==> config.mk <==
export PLATFORM = sky130hd
export DESIGN_NAME = wb_hash_initiator
export DESIGN_NICKNAME = d
export VERILOG_FILES = /design/src/rtl/wb_hash_initiator.sv
export SDC_FILE = /design/constraint.sdc
export NUM_CORES = 1
export LEC_CHECK = 0
export CAP_MARGIN = 20
export CORE_AREA = 2 2 217 326
export DETAILED_ROUTE_END_ITERATION = 16
export DIE_AREA = 0 0 219 328
export PLACE_DENSITY = 0.7
export SYNTH_ARGS = -nofsm -noshare
export SYNTH_HDL_FRONTEND = slang
export SYNTH_SLANG_ARGS = --single-unit
==> constraint.sdc <==
create_clock -name wb_clk_i -period 9.9 [get_ports wb_clk_i]
set_input_delay 2.475 -clock wb_clk_i [delete_from_list [all_inputs] [get_ports wb_clk_i]]
set_output_delay 2.475 -clock wb_clk_i [all_outputs]
set_load 0.01 [all_outputs]
==> src/rtl/wb_hash_initiator.sv <==
// wb_hash_initiator: Wishbone classic master sequencing an external hash core through init/update/finish
module wb_hash_initiator #(
  parameter logic [31:0] BASE_ADDR = 32'h3000_0000,
  parameter int TIMEOUT = 255
) (
  input  logic         wb_clk_i,
  input  logic         wb_rst_i,
  input  logic         cmd_valid,
  output logic         cmd_ready,
  input  logic [1:0]   cmd_op,
  input  logic [7:0]   cmd_blocklen,
  input  logic         blk_wr_en,
  input  logic [3:0]   blk_wr_idx,
  input  logic [31:0]  blk_wr_data,
  output logic         busy,
  output logic         done,
  output logic         err,
  output logic [255:0] dig_data,
  output logic         wbm_cyc_o,
  output logic         wbm_stb_o,
  output logic         wbm_we_o,
  output logic [3:0]   wbm_sel_o,
  output logic [31:0]  wbm_adr_o,
  output logic [31:0]  wbm_dat_o,
  input  logic [31:0]  wbm_dat_i,
  input  logic         wbm_ack_i
);
  localparam int CW = $clog2(TIMEOUT + 2);
  typedef enum logic [2:0] {IDLE, WR_BLK, WR_LEN, WR_CTRL, POLL, RD_DIG, DONE, ERR} state_t;
  state_t state, state_d;
  logic gap;
  logic [3:0] idx;
  logic [CW-1:0] wcnt;
  logic [1:0] op;
  logic [7:0] len;
  logic [7:0] rn;
  logic [31:0] blk_mem [16];
  logic on_bus, ack_ok, tmo;
  assign on_bus = state inside {WR_BLK, WR_LEN, WR_CTRL, POLL, RD_DIG};
  assign wbm_cyc_o = on_bus & ~gap;
  assign wbm_stb_o = on_bus & ~gap;
  assign ack_ok = wbm_stb_o & wbm_ack_i;
  assign tmo = wbm_stb_o & ~wbm_ack_i & (wcnt == CW'(TIMEOUT));
  assign busy = state != IDLE;
  assign cmd_ready = ~busy;
  assign done = state == DONE;
  assign err = state == ERR;
  assign wbm_we_o = wbm_stb_o & (state inside {WR_BLK, WR_LEN, WR_CTRL});
  assign wbm_sel_o = wbm_stb_o ? 4'hF : 4'h0;
  assign wbm_adr_o = wbm_stb_o ? (BASE_ADDR | {8'h00, rn, 16'h0000}) : 32'h0;
  assign wbm_dat_o = ~wbm_we_o ? 32'h0 : state == WR_BLK ? blk_mem[idx] :
                     state == WR_LEN ? {24'h0, len} : {29'h0, op == 2'b10, op == 2'b01, op == 2'b00};
  // register number placed in adr[23:16] for the current transaction
  always_comb begin
    rn = state == WR_BLK ? {4'h1, idx} : state == WR_LEN ? 8'h0a : state == WR_CTRL ? 8'h08 :
         state == POLL ? 8'h09 : {5'b01000, idx[2:0]};
  end
  // next-state logic; a wait-counter expiry overrides every bus state
  always_comb begin
    state_d = state;
    case (state)
      IDLE:    if (cmd_valid) state_d = cmd_op == 2'b00 ? WR_CTRL : cmd_op == 2'b11 ? ERR : WR_BLK;
      WR_BLK:  if (ack_ok && idx == 4'hf) state_d = op == 2'b10 ? WR_LEN : WR_CTRL;
      WR_LEN:  if (ack_ok) state_d = WR_CTRL;
      WR_CTRL: if (ack_ok) state_d = POLL;
      POLL:    if (ack_ok && wbm_dat_i[0]) state_d = op == 2'b10 ? RD_DIG : DONE;
      RD_DIG:  if (ack_ok && idx == 4'h7) state_d = DONE;
      default: state_d = IDLE;
    endcase
    if (tmo) state_d = ERR;
  end
  // state register
  always_ff @(posedge wb_clk_i or posedge wb_rst_i) begin
    if (wb_rst_i) state <= IDLE;
    else state <= state_d;
  end
  // transaction bookkeeping: idle gap after each ack, word index, ack wait counter, latched command, digest capture
  always_ff @(posedge wb_clk_i or posedge wb_rst_i) begin
    if (wb_rst_i) begin
      gap <= 1'b0;
      idx <= '0;
      wcnt <= '0;
      op <= '0;
      len <= '0;
      dig_data <= '0;
    end else begin
      gap <= ack_ok;
      idx <= state_d != state ? 4'h0 : idx + 4'(ack_ok);
      wcnt <= (wbm_stb_o & ~wbm_ack_i & ~tmo) ? wcnt + CW'(1) : '0;
      if (state == IDLE && cmd_valid) begin
        op <= cmd_op;
        len <= cmd_blocklen;
      end
      if (state == RD_DIG && ack_ok)
        for (int k = 0; k < 8; k++)
          if (idx[2:0] == 3'(k)) dig_data[255-32*k -: 32] <= wbm_dat_i;
    end
  end
  // local block buffer, frozen while a command is in flight
  always_ff @(posedge wb_clk_i) begin
    if (blk_wr_en && !busy) blk_mem[blk_wr_idx] <= blk_wr_data;
  end
endmodule
# After elaboration in Yosys (flattened, before gate mapping)

Memory sizes are Yosys's and may differ from the RTL's.
Cells that the tools add are included.
W data, S select, Z words.

Reductions and logical operators: 22
Equal/unequal tests: 21
Add/subtract/negate cells: 2
Muxes and demuxes: 25
Bitwise gates (word level): 10

Operator list:

| cell                  | count |
|---|---|
| $mux W32              | 2 |
| $mux W30              | 1 |
| $mux W7               | 4 |
| $mux W3               | 9 |
| $eq A3 B3 Y1 const B  | 8 |
| $pmux W3 S6           | 1 |
| $reduce_and A2 Y1     | 8 |
| $eq A3 B2 Y1 const B  | 4 |
| $add A9 B1 Y9 const B | 1 |
| $eq A9 B8 Y1 const B  | 1 |
| $mux W9               | 1 |
| $mux W4               | 2 |
| $mux W8               | 1 |
| $and A1 B1 Y1         | 6 |
| $eq A3 B1 Y1 const B  | 2 |
| $logic_and A1 B1 Y1   | 6 |
| $logic_not A3 Y1      | 2 |
| $reduce_bool A3 Y1    | 2 |
| $reduce_bool A5 Y1    | 1 |
| $add A4 B1 Y4         | 1 |
| $eq A2 B2 Y1 const B  | 2 |
| $eq A4 B3 Y1 const B  | 1 |
| $eq A4 B4 Y1 const B  | 1 |
| $logic_not A2 Y1      | 2 |
| 6 further kinds       | 11 |

Bits of input ports: 83
Register bits after elaboration: 283
Memories kept: 1
Bits in writable memories: 512
Output and inout port bits: 331
Word-level logic and storage cells: 95

Memory list:

| memory  | depth | width | rd ports | clocked after memory_dff | wr ports | RTL line | source |
|---|---|---|---|---|---|---|---|
| blk_mem | 16    | 32    | 1        | 0                        | 1        | 37       | `logic [31:0] blk_mem [16];` |

# Longest topological paths before layout

Word-level depth: 10
Gate-level depth with buffers: 10

# Least setup slack after synthesis

OpenSTA, ideal clock, no wires.

Path kind: input -> register
Start: in blk_wr_idx[1]
End: mem blk_mem[0][0], enable pin
Setup time: 0.461 ns
Cell stages on the path: 2
Setup slack: 4.323 ns
Path buffers: 0
Data arrival time: 5.116 ns
Cells stage by stage: or3_1 nor3_1

RTL lines:

| element         | RTL line | source |
|---|---|---|
| start, declared | 13       | `input logic [3:0] blk_wr_idx,` |
| end, declared   | 37       |  |

Straight into the memory's write port.

# Worst setup path in the final report

Start: reg idx[1]
End: out wbm_dat_o[7]

Word-level cells in the longest chain between the ends: 3

Ends and longest elaborated chain:

| element                | RTL line | source |
|---|---|---|
| start, declared        | 32       | `logic [3:0] idx;` |
| start signal, assigned | 88       | `idx <= state_d != state ? 4'h0 : idx + 4'(ack_ok);` |
| $mem_v2 Z16 W32        | --       |  |
| $mux W32 (2 in a row)  | 51       | `assign wbm_dat_o = ~wbm_we_o ? 32'h0 : state == WR_BLK ? blk_mem[idx] :` |
| end, declared          | 24       | `output logic [31:0] wbm_dat_o,` |

Every way passes these cells.

==> run_results.csv <==
group,metric,value,unit
synth,ys_seq_area_share,73.0,%
critical_path,critPathSlowestCell,"dfrtp_4",
global_route,antenna_found_initial,6,
timing,relSlewSlack,27.2,%
cts,tritoncts,"done",
power,combPwrFrac,22.3,%
global_route,grt-ovfl-total,0,
floorplan,coreArea,68800,um^2
critical_path,crit_chain,"buf_4, buf_4, mux4_2, mux4_2, a22o_1, clkdlybuf4s50_1",
global_route,grt_pass1_wl,108000,um
global_route,met2_usage,35.4,%
synth,synth-async-reset-ratio,35.6,%
critical_path,startpoint_type,"flop",
critical_path,worst-path-buf-inv,3,
critical_path,endpoint_kind,"output pin",
floorplan,boundaryPins,414,
timing,fmax,0.144,GHz
global_route,grt_pass1_vias,16573,
synth,ys_top_cells_by_count,"edfxtp_1, dfrtp_1, mux2_1",
placed_design,io_buffers,389,
timing,setup_violations,0,
cts,cts_buffer_depth,3,
synth,synth_top_cell_area_share,49.9,%
floorplan,die_h,328,um
cts,ctsRootBufferMaster,"clkbuf_16",
critical_path,crit_family,"buffers and inverters",
timing,drv_slew,0,
finish,fillers,5305,
timing,fin_crit,6930,ps
cts,cts_hold_buffers,0,
synth,ys.flop_type,"edfxtp_1",
critical_path,worstPathMaxFanout,49,
floorplan,rows,118,
power,power,8.78,mW
placed_design,dpl.hpwl,44800,um
cts,clkSlewWorstSetupHoldPaths,60,ps
drt,avgRoutedWirePerCell,25.6,um
synth,ys_types,46,
synth,netlist_area,30800,um^2
synth,synth_edf_count,512,
finish,nNetsFinal,2017,
worst_hold_path,hold_class,"flop to flop",
cts,cts_inserted_buffers,72,
global_route,busiest_layer,"met2",
synth,synth_seq_cells,795,
synth,synth_cells,1513,
power,p_per_area,230,nW/um^2
placed_design,place_ws,3540,ps
cts,cts_resized,0,
drt,drc_errors,0,
drt,drt_iter0_drc,1314,
power,p_switching,2.30,mW
global_route,grt.met3_usage,4.86,%
finish,seqCellArea,22500,um^2
drt,via_per_inst,5.51,
cts,insertion_delay,620,ps
timing,fin_setup_tns,0,ps
drt,wl,74000,um
global_route,met1_usage,25.8,%
placed_design,gp_congestion,0.783,
power,power_frac_clock,31.5,%
power,ir_drop,0.181,mV
synth,synth.most_common_cell,"edfxtp_1",
global_route,grt_usage,20.6,%
synth,synth_area_leaders,"edfxtp_1, dfrtp_1, mux4_2, mux2_1, mux2_2",
drt,dr.pass1.iters,5,
critical_path,crit_arrival,4460,ps
critical_path,criticalPathCategory,"flop to output pin",
job,maxCapViolCount,0,
power,p_int,6.48,mW
synth,yosysWarnings,0,
power,p_sw_share,26.2,%
power,leakage,14.2,nW
floorplan,start_util,44.7,%
timing,skew,26.9,ps
synth,synth.avg_cell_area,20.3,um^2
floorplan,fp.dieArea,71800,um^2
global_route,grt_max_degree,177,
finish,multi_input_area,7910,um^2
critical_path,cpPeakStageDelay,850,ps
cts,cts_setup_buffers,0,
timing,final_critical_path_setup_slack,2970,ps
timing,tightest_slew,1090,ps
drt,antenna_left,0,
status,status,"finished clean",
synth,synth_area_leader_cell,"edfxtp_1",
floorplan,die_w,219,um
finish,drive_gt1_share,17.5,%
critical_path,required,7430,ps
drt,vias,15907,
power,power_frac_seq,46.2,%
finish,area_growth,23.7,%
timing,rsz0062_at_grt,"false",
cts,cts.sinks,795,
timing,final-hold-violation-count,0,
cts,htreeDepth,3,
timing,fin_crit_sh,70.0,%
## metrics by stage
step	utilization [%]	hold WS [ps]	instances	cell area, um^2
after floorplan	-	448	1536	30900
after global placement	51.9	462	2755	35700
after detailed placement	51.9	480	2755	35700
after CTS	55.3	492	2885	38100
after global routing	55.3	498	2886	38100
final	55.3	485	2888	38100
## state kept, by name (all words and copies together), names as in the netlist
name / flops
len: 8
gap: 1
op: 2
idx: 4
dig_data: 256
state: 3
wcnt: 9
blk_mem: 512
## final timing paths
kind                                           start  slack [ps]  depth (start not counted)                        end
min reg2reg                dig_data[149]$_DFFE_PP0P_         480                          1  dig_data[149]$_DFFE_PP0P_
max in group asynchronous                   wb_rst_i        5890                          4  dig_data[253]$_DFFE_PP0P_
max                                 idx[1]$_DFF_PP0_        2970                          6               wbm_dat_o[7]
min in group asynchronous                   wb_rst_i        2260                          2         len[6]$_DFFE_PP0P_
max reg2reg                       state[2]$_DFF_PP0_        6510                          6   blk_mem[12][3]$_DFFE_PP_
min                        dig_data[149]$_DFFE_PP0P_         480                          1  dig_data[149]$_DFFE_PP0P_
## area by class of cell
type	count	share of cell area, %
diodes	3	0.0197
clock buffers	106	5.39
clock inverters	24	0.766
inverters	6	0.0690
multi-input cells	630	20.8
flip-flops and latches	795	59.0
well taps	900	2.96
repair buffers	424	11.0
## routing by layer
metal	wire, um	share of wire (%)	vias up
li1	-	-	6748
met1	28500	38	8341
met2	37400	51	709
met3	6450	8.7	105
met4	1660	2.2	4
met5	28	0.038	-
## worst register-to-register path: stages, from the launching register on
cell and delay (ps):
dfrtp_1 680, or3_1 630, inv_2 130, nand2_1 80, or3_1 470, nor2_4 560
buf_4 490
## kinds of logic after synthesis
family,Yosys count,share of synthesized area (%)
xor gates and xnor gates,9,0.256
buffers and inverters,111,2.04
DFF,795,73.0
adders and majority gates,5,0.203
muxes,431,21.6
AOI/OAI and AO/OA,28,0.691
other,1,0.0122
and+or+nand+nor,133,2.28
## layout by cell type, fill, tap and decap left out, types with 25 or more instances in the layout
cell             netlist  layout
clkdlybuf4s50_1        0     389
edfxtp_1             512     512
dfrtp_1              283     279
nor2_1                38      26
and2_1                26      26
mux2_1               244     244
mux4_2               159     159
clkbuf_1              24      25
clkbuf_16              0      75
buf_4                 31      32
## power groups by stage
stage	clock (mW)	combinational (mW)	sequential, mW
after floorplan	0	1.03	4.10
after detailed placement	0	1.98	4.13
final	2.77	1.95	4.06
after CTS	2.84	1.99	4.06
after global routing	2.97	2.08	4.10
after global placement	0	1.94	4.11
(Power assumes the default switching activity.)
